==> src/rtl/seq_detector_param.sv <==
// seq_detector_param: serial detector for a runtime-loadable PAT_LEN-bit pattern,
// overlapping or non-overlapping. Define SEQ_DET_COUNT_EN to add the saturating match counter.
module seq_detector_param #(
   parameter int                 PAT_LEN = 8,
   parameter logic [PAT_LEN-1:0] RST_PAT = {PAT_LEN{1'b1}},
   parameter int                 CNT_W   = 8
) (
   input  logic               clk,
   input  logic               rst,
   input  logic               seq,
   input  logic               seq_vld,
   input  logic [PAT_LEN-1:0] pat_in,
   input  logic               pat_load,
   input  logic               overlap,
   output logic               dout,
   output logic               busy,
   output logic [CNT_W-1:0]   match_cnt
);

   localparam int                FILL_W    = $clog2(PAT_LEN + 1);
   localparam logic [FILL_W-1:0] FILL_FULL = FILL_W'(PAT_LEN);

   logic [PAT_LEN-1:0] pat_q, pat_d;
   logic [PAT_LEN-1:0] hist_q, hist_d;
   logic [PAT_LEN-1:0] hist_shift_s;
   logic [FILL_W-1:0]  fill_q, fill_d;
   logic [FILL_W-1:0]  fill_shift_s;
   logic               dout_q, dout_d;
   logic               busy_q, busy_d;
   logic               hit_s;

   // Next-state: pattern load beats accept; a hit in non-overlap mode flushes history.
   always_comb begin
      hist_shift_s = {hist_q[PAT_LEN-2:0], seq};
      fill_shift_s = (fill_q == FILL_FULL) ? fill_q : fill_q + FILL_W'(1);
      hit_s        = (fill_shift_s == FILL_FULL) && (hist_shift_s == pat_q);
      pat_d        = pat_q;
      hist_d       = hist_q;
      fill_d       = fill_q;
      dout_d       = 1'b0;
      if (pat_load) begin
         pat_d  = pat_in;
         hist_d = '0;
         fill_d = '0;
      end else if (seq_vld) begin
         dout_d = hit_s;
         if (hit_s && !overlap) begin
            hist_d = '0;
            fill_d = '0;
         end else begin
            hist_d = hist_shift_s;
            fill_d = fill_shift_s;
         end
      end else begin
         dout_d = 1'b0;
      end
      busy_d = (fill_d != '0);
   end

   // Detector state registers.
   always_ff @(posedge clk or negedge rst) begin
      if (!rst) begin
         pat_q  <= RST_PAT;
         hist_q <= '0;
         fill_q <= '0;
         dout_q <= 1'b0;
         busy_q <= 1'b0;
      end else begin
         pat_q  <= pat_d;
         hist_q <= hist_d;
         fill_q <= fill_d;
         dout_q <= dout_d;
         busy_q <= busy_d;
      end
   end

   assign dout = dout_q;
   assign busy = busy_q;

`ifdef SEQ_DET_COUNT_EN
   logic [CNT_W-1:0] cnt_q, cnt_d;

   // Count advances together with the dout pulse and sticks at all-ones.
   always_comb begin
      cnt_d = cnt_q;
      if (pat_load) begin
         cnt_d = '0;
      end else if (dout_d && (cnt_q != {CNT_W{1'b1}})) begin
         cnt_d = cnt_q + CNT_W'(1);
      end else begin
         cnt_d = cnt_q;
      end
   end

   // Match counter register.
   always_ff @(posedge clk or negedge rst) begin
      if (!rst) begin
         cnt_q <= '0;
      end else begin
         cnt_q <= cnt_d;
      end
   end

   assign match_cnt = cnt_q;
`else
   assign match_cnt = '0;
`endif

endmodule
==> config.mk <==
export PLATFORM = sky130hd
export DESIGN_NAME = seq_detector_param
export DESIGN_NICKNAME = d
export VERILOG_FILES = /design/src/rtl/seq_detector_param.sv
export SDC_FILE = /design/constraint.sdc
export NUM_CORES = 1
export LEC_CHECK = 0
export CORE_MARGIN = 2
export CORE_UTILIZATION = 48
export CTS_CLUSTER_SIZE = 10
export DETAILED_ROUTE_END_ITERATION = 8
export GPL_ROUTABILITY_DRIVEN = 1
export GPL_TIMING_DRIVEN = 0
export PLACE_DENSITY = 0.74
export REMOVE_ABC_BUFFERS = 1
export SLEW_MARGIN = 20
export SYNTH_ARGS = -nofsm -noshare
export SYNTH_HDL_FRONTEND = slang
export SYNTH_SLANG_ARGS = --single-unit
==> constraint.sdc <==
create_clock -name clk -period 5.44 [get_ports clk]
set_input_delay 1.088 -clock clk [delete_from_list [all_inputs] [get_ports clk]]
set_output_delay 1.088 -clock clk [all_outputs]
set_load 0.01 [all_outputs]
After elaboration in Yosys (flattened, before gate mapping). Cells that the tools add are included.

Mux-type cells: 9. Equal/unequal tests: 3. Reductions and logical operators: 5. $add $sub $neg: 1.

Operators with widths (count): $mux 7 (3); $mux 4 (4); $eq 4x4->1 const B (2); $eq 8x8->1 (1); $add 4x1->4 const B (1); $reduce_bool 4->1 (1); $logic_and 1x1->1 (2); $mux 1 (2); $reduce_bool 2->1 (1); $logic_not 1->1 (1).

Register bits after elaboration: 21. Output and inout bits: 10. Logic and storage cells: 23. Bits of input ports: 14.

Logic depth before layout (Yosys ltp). Gate-level depths: netlist (run 1).

Word-level depth: 9. Gate-level depth with buffers: 6. Depth with buffers taken out: 6.

Least setup slack after synthesis (run 1). No wires, ideal clock.

Kind: in2reg. Start: input seq. End: register hist_q[0]. Path slack: 3.367 ns. Cell stages on the path: 4. Library setup time: 0.139 ns. Data required time: 5.301 ns. Arrival: 1.935 ns. Buffers on the path: 0. Path through: xnor2_1 -> nand4_1 -> a2111oi_4 -> o31ai_1.

Cells in the longest elaborated chain, start to end: 6.

Ends and longest elaborated chain: from (decl) (RTL line 10) `input logic seq,`; $eq 8x8->1 (RTL line 36) `hit_s = (fill_shift_s == FILL_FULL) && (hist_shift_s == pat_q);`; $logic_and 1x1->1 (RTL line 36); $logic_and 1x1->1 (RTL line 47) `if (hit_s && !overlap) begin`; $mux 7 (*) (RTL line 47); $mux 7 (*) (RTL line 45) `end else if (seq_vld) begin`; $mux 7 (*) (RTL line 41) `if (pat_load) begin`; to (signal assigned) (RTL line 70) `hist_q <= hist_d;`; to (decl) (RTL line 24) `logic [PAT_LEN-1:0] hist_q, hist_d;`.

Every way passes the cells marked *; elsewhere a longest branch is shown, timed or not. The select of a mux whose other input is x is not followed. A chain may end at the register's enable or synchronous reset.

Worst setup path in the final report (run 1).
Start: input pat_load. End: register fill_q[3].

Cells in the longest elaborated chain, start to end: 1.

Ends and longest elaborated chain: from (decl) (RTL line 13) `input logic pat_load,`; $mux 4 (RTL line 41); named net fill_d[3] (RTL line 26) `logic [FILL_W-1:0] fill_q, fill_d;`; to (signal assigned) (RTL line 71) `fill_q <= fill_d;`; to (decl) (RTL line 26).

The timed path passes the listed nets, and every way through them passes these cells.

==> key figures, run 1 <==
Timing
  • Fmax: just over 0.3 GHz
  • Worst Skew: ~2.7 ps
  • Max-slew violation count: 0
  • Post-route worst setup slack: approximately 2200 ps
  • Hold Fails Final Rpt: 0
  • Fin crit share: 60.0%
  • Total negative slack: 0 ps
  • Fin crit period: ~3300 ps
  • Slew HR: ~39%
  • Worst-case hold slack: between 500 and 600 ps
  • Unrepaired setup endpoints after global routing: no
  • Final setup viols: 0
  • Worst-margin pin slew: 909 ps

Drt
  • DRT iter0 DRCs: 20
  • Wirelength per Cell: 14.2 um
  • DR DRC count: 0
  • Antenna-violating nets left: 0
  • Routed WL: approximately 2.3 mm
  • Via density: 5.63
  • Vias: 900
  • DR pass1 iterations: 4

Global routing
  • Total GRT Usage: a little under a fifth
  • Vias in the first global route: around 900
  • First-pass GRT wire length: roughly 4.0 mm
  • Pin count of the biggest net entering global routing: 23
  • Total grt overflow: 0
  • Initial antenna violation count: 0

Layout
  • Synthesis-to-layout area growth: 12.7%
  • Core Util, Final: 56.6%
  • Layout cell share with drive strength beyond 1: between 20% and 30%
  • Commonest cells after routing, fill and taps aside: 15 x clkdlybuf4s50_1, 13 x dfrtp_1, 10 x nand3_1, 10 x xnor2_1
  • # diodes: 0
  • Final net count: 147
  • Leading cell type in the layout, fill and taps excluded: clkdlybuf4s50_1

Setup path
  • Critical Path AT: about 3500 ps
  • Worst setup SP type: primary input
  • Crit Reg-Reg Endpoint: hist_q[0]$_DFFE_PN0P_
  • Cell chain of the critical path: clkdlybuf4s50_1 -> clkinv_1 -> and4_2 -> a311oi_1 -> o21ai_0
  • Critical R2R Launch: fill_q[0]$_DFF_PN0_
  • Crit path capture type: flop
  • Crit path largest cell delay: between 1000 and 1500 ps
  • CP max stage cell: clkdlybuf4s50_1
  • Worst-path fanout max: 22
  • Register-to-Register Path Depth: 6
  • R2R Setup Slk: 3400 ps
  • Worst EP required: approximately 5600 ps
  • WS Path Type: primary input to flop

CTS
  • Clock transition at path regs: between 100 and 150 ps
  • Clk_lat worst skew: 310 ps
  • Deepest clock path buffer count: 2
  • CTS resizes: 0
  • CTS tree: done
  • Postcts setup bufs: 0
  • Clock Sinks: 21
  • Root Buffer Master: clkbuf_4
  • Hold_buf cts: 0
  • H-Tree Depth: 1
  • Number of CTS-inserted buffers: 3

Logic synthesis
  • Mapped cell area: between 1000 and 1500 sq um
  • Avg Inst Size Synth: around 11 sq um
  • Post-synthesis async set-or-reset flop share: between 90% and 100%
  • Sequential cell area fraction in the yosys report: ~43%
  • Number of flops mapped to enable cells by yosys: 0
  • Total of warnings raised by yosys: 0
  • Register bit total from synthesis: 21
  • Synth Flop Type: dfrtp_1
  • Post-Syn Instances: 117
  • Library cells used by synthesis: 37

Place
  • GPL Wtd Cong: 0.820
  • Pre-CTS setup slack: 1870 ps
  • Number of port buffers: 15
  • Post-DP HPWL: between 1.5 and 2 mm

Power and ir drop
  • Switching power: about 86 uW
  • Combinational fraction of design power: 18.0%
  • Int Pwr: 225 uW
  • VDD IR-drop max: around 0.17 mV
  • Pwr Density: between 200 and 250 nW/um^2
  • P_leak: around 0.54 nW
  • Clk pwr share: 25.0%
  • Seq pwr share: 57.0%
  • Switching part of the total power: approximately 28%
  • Pwr Total: 311 uW

Flow run
  • Max-capacitance violation count: 0

Floorplanning
  • Die height: 54.9 um
  • Die W: 54.9 um
  • IO Count: 24
  • Row cnt: 18
  • Die area: 3020 sq um
  • Core area: between 2000 and 2500 sq um
  • Initial Util: 50.3%

Worst hold path
  • Worst hold endpoint: hist_q[6]$_DFFE_PN0P_
  • HP Class: flop to flop
  • Worst hold stages: 2
  • Hold Path Origin: hist_q[6]$_DFFE_PN0P_

Run status
  • Status: finished, final reports clean
-- power groups by stage --
stage / combinational (mW) / sequential [mW] / clock (mW)
2_1_floorplan: 0.0322 / 0.179 / 0
3_3_place_gp: 0.0547 / 0.180 / 0
3_5_place_dp: 0.0564 / 0.180 / 0
4_1_cts: 0.0567 / 0.177 / 0.0810
5_1_grt: 0.0632 / 0.179 / 0.0882
6_report: 0.0561 / 0.177 / 0.0777
-- Yosys cell counts, drive strengths merged, types with 3 or more instances --
| cell type | count | area [sq um] |
|---|---|---|
| o31ai | 7 | 52.6 |
| nand3 | 11 | 60.1 |
| dfstp | 8 | 210 |
| a21oi | 3 | 18.8 |
| buf | 10 | 75.1 |
| xnor2 | 10 | 87.6 |
| dfrtp | 13 | 325 |
| clkbuf | 3 | 11.3 |
| inv | 5 | 18.8 |
| mux2 | 8 | 90.1 |
| nand2 | 8 | 30.0 |
-- cell families after synthesis --
kind of cell / count (synthesis) / synth area share (%)
compound gates: 20 / 14.2
mux: 10 / 8.84
other cells: 1 / 0.301
xor+xnor: 11 / 7.74
flops: 21 / 43.0
buf+inv: 19 / 8.74
simple gates: 33 / 15.2
fa+ha+maj: 2 / 2.01
-- per-stage QoR --
step	std cells	cell area [sq um]
final	160	1400
after global routing	160	1400
after global placement	156	1370
after CTS	160	1400
after detailed placement	156	1370
after floorplan	111	1180
-- routing by layer --
metal  vias up  share of wire [%]  track usage (%)  routed length (um)
li1        434                  -                -                   -
met1       439                 43             22.5                 980
met2        25                 51             33.3                1160
met3         2                4.9             6.18                 111
met4         0               0.53             5.69                  12
met5         -                  0                0                   0
-- worst max-delay path by stage --
| stage | start | end | slack, ps | cells after the start |
|---|---|---|---|---|
| CTS | pat_load | fill_q[3]$_DFF_PN0_ | 2210 | 5 |
| global route | pat_load | fill_q[3]$_DFF_PN0_ | 2020 | 5 |
| global placement | pat_load | busy$_DFF_PN0_ | 1920 | 5 |
| floorplan | seq | hist_q[0]$_DFFE_PN0P_ | 3370 | 4 |
| finish | pat_load | fill_q[3]$_DFF_PN0_ | 2170 | 5 |
| detailed placement | pat_load | fill_q[3]$_DFF_PN0_ | 1870 | 5 |
-- area by class of cell --
class                   count  area (sq um)
inverters                   6          22.5
multi-input cells          84           627
repair buffers             15           150
fillers                   225          1070
clock inverters             1          7.51
flip-flops and latches     21           536
clock buffers               3          22.5
well taps                  30          37.5
-- critical path, delay by kind of cell --
family,cells,cell delay (ps)
buf+inv,2,1530
compound gates,2,460
simple gates,1,370
-- sequential cells by signal (all words and copies together) (netlist names) --
| name | cells |
|---|---|
| pat_q | 8 |
| hist_q | 7 |
| fill_q | 4 |
| dout | 1 |
| busy | 1 |
Note: power is estimated with default switching activity, not from simulation.
==> run 2, diff against run 1 <==
==> constraint.sdc (replaced) <==
create_clock -name clk -period 3.1 [get_ports clk]
set_input_delay 0.62 -clock clk [delete_from_list [all_inputs] [get_ports clk]]
set_output_delay 0.62 -clock clk [all_outputs]
set_load 0.01 [all_outputs]
==> results of run 2 <==
Same layout as run 1 (identical final DEF). Status: finished, final reports clean.
Main changes from that run: setup slack after placement 1870 ps -> -1.93 ps; setup slack after layout 2170 ps -> 302 ps; register-to-register setup slack 3400 ps -> 1060 ps; total power 0.311 mW -> 0.546 mW; worst IR drop on VDD 0.169 mV -> 0.297 mV
==> run 3, diff against run 2 <==
--- a/config.mk
+++ b/config.mk
@@ -11,6 +11,7 @@
 export DETAILED_ROUTE_END_ITERATION = 8
 export GPL_ROUTABILITY_DRIVEN = 1
 export GPL_TIMING_DRIVEN = 0
+export HOLD_SLACK_MARGIN = 0.12
 export PLACE_DENSITY = 0.74
 export REMOVE_ABC_BUFFERS = 1
 export SLEW_MARGIN = 20
==> results of run 3 <==
Same layout as run 1 (identical final DEF). Status: finished, final reports clean.
Main changes from that run: setup slack after placement 1870 ps -> -1.93 ps; setup slack after layout 2170 ps -> 302 ps; register-to-register setup slack 3400 ps -> 1060 ps; total power 0.311 mW -> 0.546 mW; worst IR drop on VDD 0.169 mV -> 0.297 mV
